## src/rtl/sinc_pkg.sv

```systemverilog
// Shared constants and elaboration-time helpers for the sinc^N decimator.
// Covers the internal width function and the parameter legality checks.
package sinc_pkg;

    localparam int BIT_POS = 1;
    localparam int BIT_NEG = -1;

    function automatic int acc_width(input int order, input int dec_log2);
        return order * dec_log2 + 2;
    endfunction

    function automatic bit order_legal(input int order);
        return (order >= 1) && (order <= 5);
    endfunction

    function automatic bit dec_legal(input int dec_log2);
        return (dec_log2 >= 1) && (dec_log2 <= 12);
    endfunction

    function automatic bit out_w_legal(input int out_w, input int order, input int dec_log2);
        return (out_w >= 2) && (out_w <= order * dec_log2 + 1);
    endfunction

endpackage

```

## src/rtl/sinc_comb_stage.sv

```systemverilog
// One CIC comb section: y = x - x_delayed, delay register advances on each decimation strobe.
module sinc_comb_stage #(
    parameter int ACC_W = 26
) (
    input  logic                    clk,
    input  logic                    rst_n,
    input  logic                    clr,
    input  logic                    en,
    input  logic signed [ACC_W-1:0] x,
    output logic signed [ACC_W-1:0] y
);

    logic signed [ACC_W-1:0] dly_p1;

    always_ff @(posedge clk or negedge rst_n) begin
        if (!rst_n) begin
            dly_p1 <= '0;
        end else if (clr) begin
            dly_p1 <= '0;
        end else if (en) begin
            dly_p1 <= x;
        end
    end

    assign y = x - dly_p1;

endmodule

```

## src/rtl/sinc_decimator.sv

```systemverilog
// CIC/sinc^N decimator for a 1-bit delta-sigma stream: ORDER integrators at the input
// rate, ORDER combs at the decimated rate, positive clamp and truncation to OUT_W bits.
module sinc_decimator
    import sinc_pkg::*;
#(
    parameter int ORDER    = 3,
    parameter int DEC_LOG2 = 8,
    parameter int OUT_W    = 24
) (
    input  logic             clk,
    input  logic             rst_n,
    input  logic             in,
    input  logic             in_valid,
    input  logic             sync,
    output logic [OUT_W-1:0] out,
    output logic             out_valid
);

    localparam int ACC_W = acc_width(ORDER, DEC_LOG2);
    localparam int SET_W = $clog2(ORDER + 1);
    localparam logic signed [ACC_W-1:0] Y_MAX = {2'b00, {(ACC_W-2){1'b1}}};
    localparam logic [OUT_W-1:0] OUT_MAX = {1'b0, {(OUT_W-1){1'b1}}};

    if (!order_legal(ORDER)) begin : g_bad_order
        $error("sinc_decimator: ORDER must be in 1..5");
    end
    if (!dec_legal(DEC_LOG2)) begin : g_bad_dec
        $error("sinc_decimator: DEC_LOG2 must be in 1..12");
    end
    if (!out_w_legal(OUT_W, ORDER, DEC_LOG2)) begin : g_bad_out_w
        $error("sinc_decimator: OUT_W must be in 2..ORDER*DEC_LOG2+1");
    end

    // Only +R^N can exceed the signed range of the output slice; negatives fit exactly.
    function automatic logic [OUT_W-1:0] sat_out(input logic signed [ACC_W-1:0] y);
        if (y > Y_MAX) begin
            return OUT_MAX;
        end
        return y[ACC_W-2 -: OUT_W];
    endfunction

    // Stage p0: integrators and decimation phase, advanced per accepted input bit
    logic signed [ACC_W-1:0] smp_p0;
    logic signed [ACC_W-1:0] int_p0 [ORDER];
    logic [DEC_LOG2-1:0]     cnt_p0;

    assign smp_p0 = in ? ACC_W'(BIT_POS) : ACC_W'(BIT_NEG);

    for (genvar k = 0; k < ORDER; k++) begin : g_int
        logic signed [ACC_W-1:0] addend;
        logic signed [ACC_W-1:0] acc;

        if (k == 0) begin : g_first
            assign addend = smp_p0;
        end else begin : g_next
            assign addend = int_p0[k-1];
        end

        // Wraps modulo 2^ACC_W by design; the combs cancel the wrap.
        always_ff @(posedge clk or negedge rst_n) begin
            if (!rst_n) begin
                acc <= '0;
            end else if (sync) begin
                acc <= '0;
            end else if (in_valid) begin
                acc <= acc + addend;
            end
        end

        assign int_p0[k] = acc;
    end

    // Stage p1: decimation strobe and comb chain on the last integrator
    logic                    vld_p1;
    logic signed [ACC_W-1:0] comb_p1 [ORDER+1];

    always_ff @(posedge clk or negedge rst_n) begin
        if (!rst_n) begin
            cnt_p0 <= '0;
            vld_p1 <= 1'b0;
        end else if (sync) begin
            cnt_p0 <= '0;
            vld_p1 <= 1'b0;
        end else begin
            vld_p1 <= in_valid && (cnt_p0 == '1);
            if (in_valid) begin
                cnt_p0 <= cnt_p0 + 1'b1;
            end
        end
    end

    assign comb_p1[0] = int_p0[ORDER-1];

    for (genvar k = 0; k < ORDER; k++) begin : g_comb
        sinc_comb_stage #(
            .ACC_W (ACC_W)
        ) u_comb (
            .clk   (clk),
            .rst_n (rst_n),
            .clr   (sync),
            .en    (vld_p1),
            .x     (comb_p1[k]),
            .y     (comb_p1[k+1])
        );
    end

    // Stage p2: settling suppression and registered output
    logic [SET_W-1:0] settle;
    logic [OUT_W-1:0] out_p2;
    logic             vld_p2;

    always_ff @(posedge clk or negedge rst_n) begin
        if (!rst_n) begin
            settle <= '0;
            out_p2 <= '0;
            vld_p2 <= 1'b0;
        end else if (sync) begin
            settle <= '0;
            vld_p2 <= 1'b0;
        end else begin
            vld_p2 <= 1'b0;
            if (vld_p1) begin
                if (settle == SET_W'(ORDER)) begin
                    out_p2 <= sat_out(comb_p1[ORDER]);
                    vld_p2 <= 1'b1;
                end else begin
                    settle <= settle + 1'b1;
                end
            end
        end
    end

    assign out       = out_p2;
    assign out_valid = vld_p2;

endmodule
```

## config.mk

```make
export PLATFORM = sky130hd
export DESIGN_NAME = sinc_decimator
export DESIGN_NICKNAME = d
export VERILOG_FILES = /design/src/rtl/sinc_pkg.sv /design/src/rtl/sinc_comb_stage.sv /design/src/rtl/sinc_decimator.sv
export SDC_FILE = /design/constraint.sdc
export NUM_CORES = 1
export LEC_CHECK = 0
export CORE_ASPECT_RATIO = 1.2
export CORE_MARGIN = 8
export CORE_UTILIZATION = 50
export DETAILED_ROUTE_END_ITERATION = 6
export DONT_BUFFER_PORTS = 1
export GPL_ROUTABILITY_DRIVEN = 1
export MAX_ROUTING_LAYER = met4
export PLACE_DENSITY = 0.69
export SLEW_MARGIN = 15
export SYNTH_ARGS = -nofsm -noshare
export SYNTH_HDL_FRONTEND = slang
export SYNTH_SLANG_ARGS = --single-unit
```

## constraint.sdc

```tcl
create_clock -name clk -period 7.55 [get_ports clk]
set_input_delay 0.3775 -clock clk [delete_from_list [all_inputs] [get_ports clk]]
set_output_delay 0.3775 -clock clk [all_outputs]
set_load 0.03 [all_outputs]
```

Word level (Yosys, flattened, before mapping). Cells that the tools add are included.

Reduce and logical (&&, ||, !) cells: 5. Bitwise operators: 1. Muxes and demuxes: 28. $lt $le $gt $ge: 1. Add/subtract/negate cells: 8. Eq/ne operators: 3.

Operators with widths (number): 26-bit 2-to-1 mux (13); 26-bit adder (3); 26-bit subtractor (3); 24-bit 2-to-1 mux (2); 26-bit by 25-bit greater-than comparator with 1-bit output, second input constant (1); 8-bit 2-to-1 mux (2); 8-bit by 1-bit adder with 8-bit output, second input constant (1); 8-bit == test, second input constant (1); 1-bit 2-to-1 mux (8); 2-bit 2-to-1 mux (3); 2-bit nonzero test (2); 3-bit AND reduction (1); 2-bit by 1-bit adder with 2-bit output, second input constant (1); 2-bit == test, second input constant (1); 2-bit != test, second input constant (1); 2-bit AND reduction (1); 1-bit logical AND (1); 1-bit NOT (1).

Word-level logic and storage cells: 57. Output and inout bits: 25. Register bits after elaboration: 192. Input bits: 5.

Depth between registers and ports, before layout.
Depth in word-level cells: 9. Depth in mapped cells: 35. Gate-level depth less buffers: 34.

Modules after synthesis. A second synthesis with hierarchy kept.

Cell total of the unflattened synthesis: 1807. Area, all modules: 15765.1 µm².

Modules (own cells, without submodules): sinc_decimator (cells an instance 913, area an instance 8126.5 µm², seq. area each 2852.7 µm², instances 1); sinc_comb_stage at g_comb[1].u_comb ... (cells an instance 298, area an instance 2542.4 µm², seq. area each 650.6 µm², instances 2); sinc_comb_stage at g_comb[0].u_comb (cells an instance 298, area an instance 2553.7 µm², seq. area each 650.6 µm², instances 1).

Worst setup path after synthesis. No wires, ideal clock.

Kind: flip-flop to flip-flop. From: reg g_int[2].acc[7]. To: reg out_p2[10] (netlist: out[10]). Arrival time: 5.986 ns. Required time: 7.461 ns. Library setup time: 0.089 ns. Stages on the path, launching flop included: 32. Clock period less this slack: 6.075 ns. Path buffers: 1. Path slack: 1.475 ns. Cells stage by stage: dfrtp_1 ha_1 a211o_1 or4_1 o221ai_2 o211ai_1 a21oi_1 o21bai_1 a21oi_1 xnor2_1 ha_1 a21o_1 a21o_1 a21o_1 a21o_1 a21oi_1 nor2b_1 o31a_1 nor2_1 xor2_1 inv_1 ha_1 nand3_1 nor2_1 o21ai_0 o21ai_0 a21oi_1 a311oi_1 xor2_1 xnor3_2 buf_6 o221ai_2.

Word-level cells in the longest chain between the ends: 9.

RTL lines: start: declaration (line sinc_decimator.sv:51) `logic signed [ACC_W-1:0] acc;`; start signal: assignment (line sinc_decimator.sv:66) `acc <= acc + addend;`; 26-bit subtractor (*) (3 in a row) (line sinc_comb_stage.sv:25) `assign y = x - dly_p1;`; 26-bit by 25-bit greater-than comparator with 1-bit output (line sinc_decimator.sv:36) `if (y > Y_MAX) begin`; 1-bit 2-to-1 mux (line sinc_decimator.sv:36); 1-bit 2-to-1 mux (line sinc_decimator.sv:123) `if (settle == SET_W'(ORDER)) begin`; 1-bit 2-to-1 mux (line sinc_decimator.sv:122) `if (vld_p1) begin`; 1-bit 2-to-1 mux (line sinc_decimator.sv:117) `end else if (sync) begin`; 24-bit 2-to-1 mux (*) (line sinc_decimator.sv:39) `return y[ACC_W-2 -: OUT_W];`; end signal: assignment (line sinc_decimator.sv:124) `out_p2 <= sat_out(comb_p1[ORDER]);`; end: declaration (line sinc_decimator.sv:109) `logic [OUT_W-1:0] out_p2;`.

Mark *: on every way between the ends. The rest lies on a longest branch, timed or not. The select of a mux whose other input is x is not followed. A chain may end at the register's enable or synchronous reset.

Final worst setup path.
From: reg g_int[2].acc[7]. To: reg out_p2[0] (netlist: out[0]).

Word-level cells in the longest chain between the ends: 9.

RTL lines (line): 26-bit subtractor (3 in a row) (sinc_comb_stage.sv:25); 26-bit by 25-bit greater-than comparator with 1-bit output (sinc_decimator.sv:36); 1-bit 2-to-1 mux (sinc_decimator.sv:36); 1-bit 2-to-1 mux (sinc_decimator.sv:123); 1-bit 2-to-1 mux (sinc_decimator.sv:122); 1-bit 2-to-1 mux (sinc_decimator.sv:117); 24-bit 2-to-1 mux (sinc_decimator.sv:39).

No other way between the ends. The select of a mux whose other input is x is not followed.

==> flow_metrics.tcl <==
set metrics [dict create \
    tns_ns 0 \
    critPathSlowestCell "xnor3_2" \
    synth_warnings 0 \
    tightest_slew_ns 1.037 \
    final_cell_mix "nor2_1, dfrtp_1, ha_1" \
    post_synth_instance_area_um2 15350 \
    r2r_start "g_int[2].acc[7]" \
    max_stage_delay_ns 0.62 \
    syn_to_final_growth_pct 6.277 \
    hold_ws_ns -0.07520 \
    cap_violations 0 \
    syn-num-nets 1922 \
    grt_overflow 0 \
    finalCritPeriodShare_pct 90.88 \
    fmax_ghz 0.1457 \
    final_common_cell "nor2_1" \
    nets 1890 \
    startpoint_type "flip-flop" \
    layout-drive-gt1-share_pct 4.078 \
    required_ns 7.85 \
    port_buffers 0 \
    status "complete, but fails checks" \
    drc 0 \
    reg2reg_depth 30 \
    synthCells 1760 \
    finalNonFillerCells 2137 \
    synth_flop_cell "dfrtp_1" \
    antenna_found_initial 0 \
    gp_congestion 0.8814 \
    wire_per_inst_um 14.49 \
    timing.rr.end "out[0]" \
    cp_max_fo 24 \
    wirelength_um 30970 \
    hp-class "primary input to async pin" \
    finalPower_mw 5.998 \
    clock-sinks 192 \
    synth_area_per_cell_um2 8.721 \
    via_count 12160 \
    drt-vias-per-instance 5.692 \
    r2r_setup_slack_ns 0.69 \
    grt_pass1_vias 12100 \
    ioPinCount 30 \
    critPathArrivalTime_ns 7.16 \
    synth_edf_count 0 \
    fp.dieH_um 207.9 \
    grtUsageTotal_pct 17.97 \
    core_area_um2 30390 \
    seq_area_frac_synth_pct 31.30 \
    cts_tree "built" \
    dieArea_um2 36580 \
    grt_pass1_wl_um 54900 \
    violations "hold timing" \
    cts_made_buffers 17 \
    post_cts_buffers 0 \
    skew_ns 0.008163 \
    first_iter_violations 478 \
    ys_seq_elements 192 \
    setup_violations 0 \
    cp_top_family "compound AO/OA/AOI/OAI gates" \
    clk_transition_reported_paths_ns 0.07 \
    slew_viol_final 0 \
    peakVddDrop_v 0.001253 \
    start_util_pct 50.50 \
    ant_nets 0 \
    dp_hpwl_um 21770 \
    die_width_um 175.9 \
    clk_latency_ns 0.45 \
    num_rows 70 \
    p_leak_nw 7.486 \
    dp.cells 2100 \
    rsz0062_at_grt "no" \
    post_synth_num_cell_types 72 \
    critPathBufInv 1 \
    grt_max_degree 193 \
    cts-root-buf "clkbuf_16" \
    min_period_ns 6.862 \
    worst-setup-path-type "flip-flop to flip-flop" \
    diodes 0 \
    cts.htree.levels 4 \
    power_density_nw_per_um2 367.7 \
    end_kind "flip-flop" \
    clock_path_buffers 2 \
    async_flop_share_pct 100.0 \
    first_pass_iters 5 \
    hold_violations 54 \
    slew_headroom_pct 30.87 \
]
[cell families after synthesis]
family                     Yosys count  share of synthesized area [%]
and+or+nand+nor                    539                          16.25
AOI/OAI and AO/OA                  460                          20.64
DFF                                192                          31.30
buffers and inverters              183                          4.581
adders and majority gates          157                          13.09
xor gates and xnor gates           119                          6.937
muxes                              110                          7.198
[worst max-delay path by stage]
stage,start,end,slack [ns],cells after the start
6_report,g_int[2].acc[7],out[0],0.69,30
3_5_place_dp,g_int[2].acc[7],out[23],0.70,30
4_1_cts,g_int[2].acc[7],out[23],0.67,30
2_1_floorplan,g_int[2].acc[7],out[10],1.48,31
5_1_grt,g_int[2].acc[7],out[17],0.12,30
3_3_place_gp,g_int[2].acc[7],out[23],0.86,30
[where the power goes]
group,internal [mW],switching [mW]
Clock,0.485,0.398
Combinational,1.57,2.42
Sequential,1.08,0.0532
[synthesized netlist by cell type (11+ instances only)]
cell	instances	area share, %
o221ai_2	17	1.7
nand4_1	12	0.49
xor2_1	38	2.2
o21ai_0	76	2.5
buf_1	13	0.32
dfrtp_1	192	31
nor3_1	35	1.1
xnor2_1	79	4.5
nor2_1	246	6.0
a21oi_1	117	3.8
nand2b_1	28	1.1
and3_1	16	0.65
mux2i_1	107	7.0
o21a_1	38	1.9
a31oi_1	16	0.65
o21bai_1	18	0.88
nand2_1	96	2.3
or3_1	11	0.45
nand3b_1	12	0.59
clkbuf_1	45	1.1
nand3_1	25	0.82
o211ai_1	19	0.93
a21o_1	63	3.1
inv_1	122	3.0
a211oi_1	19	0.93
nor2b_1	28	1.1
ha_1	151	12
[metal layers]
layer	share of wire [%]	wire length, µm	track usage, %	vias to the layer above
met5	0	0	-	-
met4	2.4	740	6.674	0
met3	2.8	882	2.391	62
met2	51	15770	32.26	184
met1	44	13570	19.95	5699
li1	-	-	-	6218
[final cells by class]
| cell class | instances | area, µm² |
|---|---|---|
| flip-flops and latches | 192 | 4808 |
| clock buffers | 22 | 474.2 |
| repair buffers | 10 | 122.6 |
| multi-input cells | 1385 | 9854 |
| well taps | 396 | 495.5 |
| clock inverters | 10 | 98.84 |
| fillers | 2708 | 14080 |
| inverters | 122 | 457.9 |
[worst reg2reg max path: cells and delay by family (launching register included)]
family | cells | cell delay (ns)
compound gates | 17 | 3.18
xor+xnor | 4 | 1.17
fa+ha+maj | 3 | 1.05
simple gates | 5 | 0.84
flops | 1 | 0.42
buf+inv | 1 | 0.06
[timing repair]
action                                  CTS  global route
hold buffers                              4             1
gates resized for setup                   0             0
endpoints found under the hold margin   246             1
endpoints found under the setup margin    0             0
[metrics by stage]
step / utilization (%) / hold WS, ns / cell area (µm²) / setup WS, ns
3_3_place_gp: 51.51 / 0.08749 / 15650 / 0.8617
5_1_grt: 53.67 / 0.003080 / 16310 / 0.1193
6_report: 53.67 / -0.07520 / 16310 / 0.6884
4_1_cts: 53.64 / 0.003146 / 16300 / 0.6656
3_5_place_dp: 51.51 / 0.08795 / 15650 / 0.7020
2_1_floorplan: - / 0.08191 / 15350 / 1.475
[state kept, by name, indices dropped and copies added, names as in the netlist]
name and cells:
cnt_p0 8, g_comb.u_comb.dly_p1 78, g_int.acc 78, out 24, out_valid 1, settle 2, vld_p1 1
Note: power is estimated with default switching activity, not from simulation.
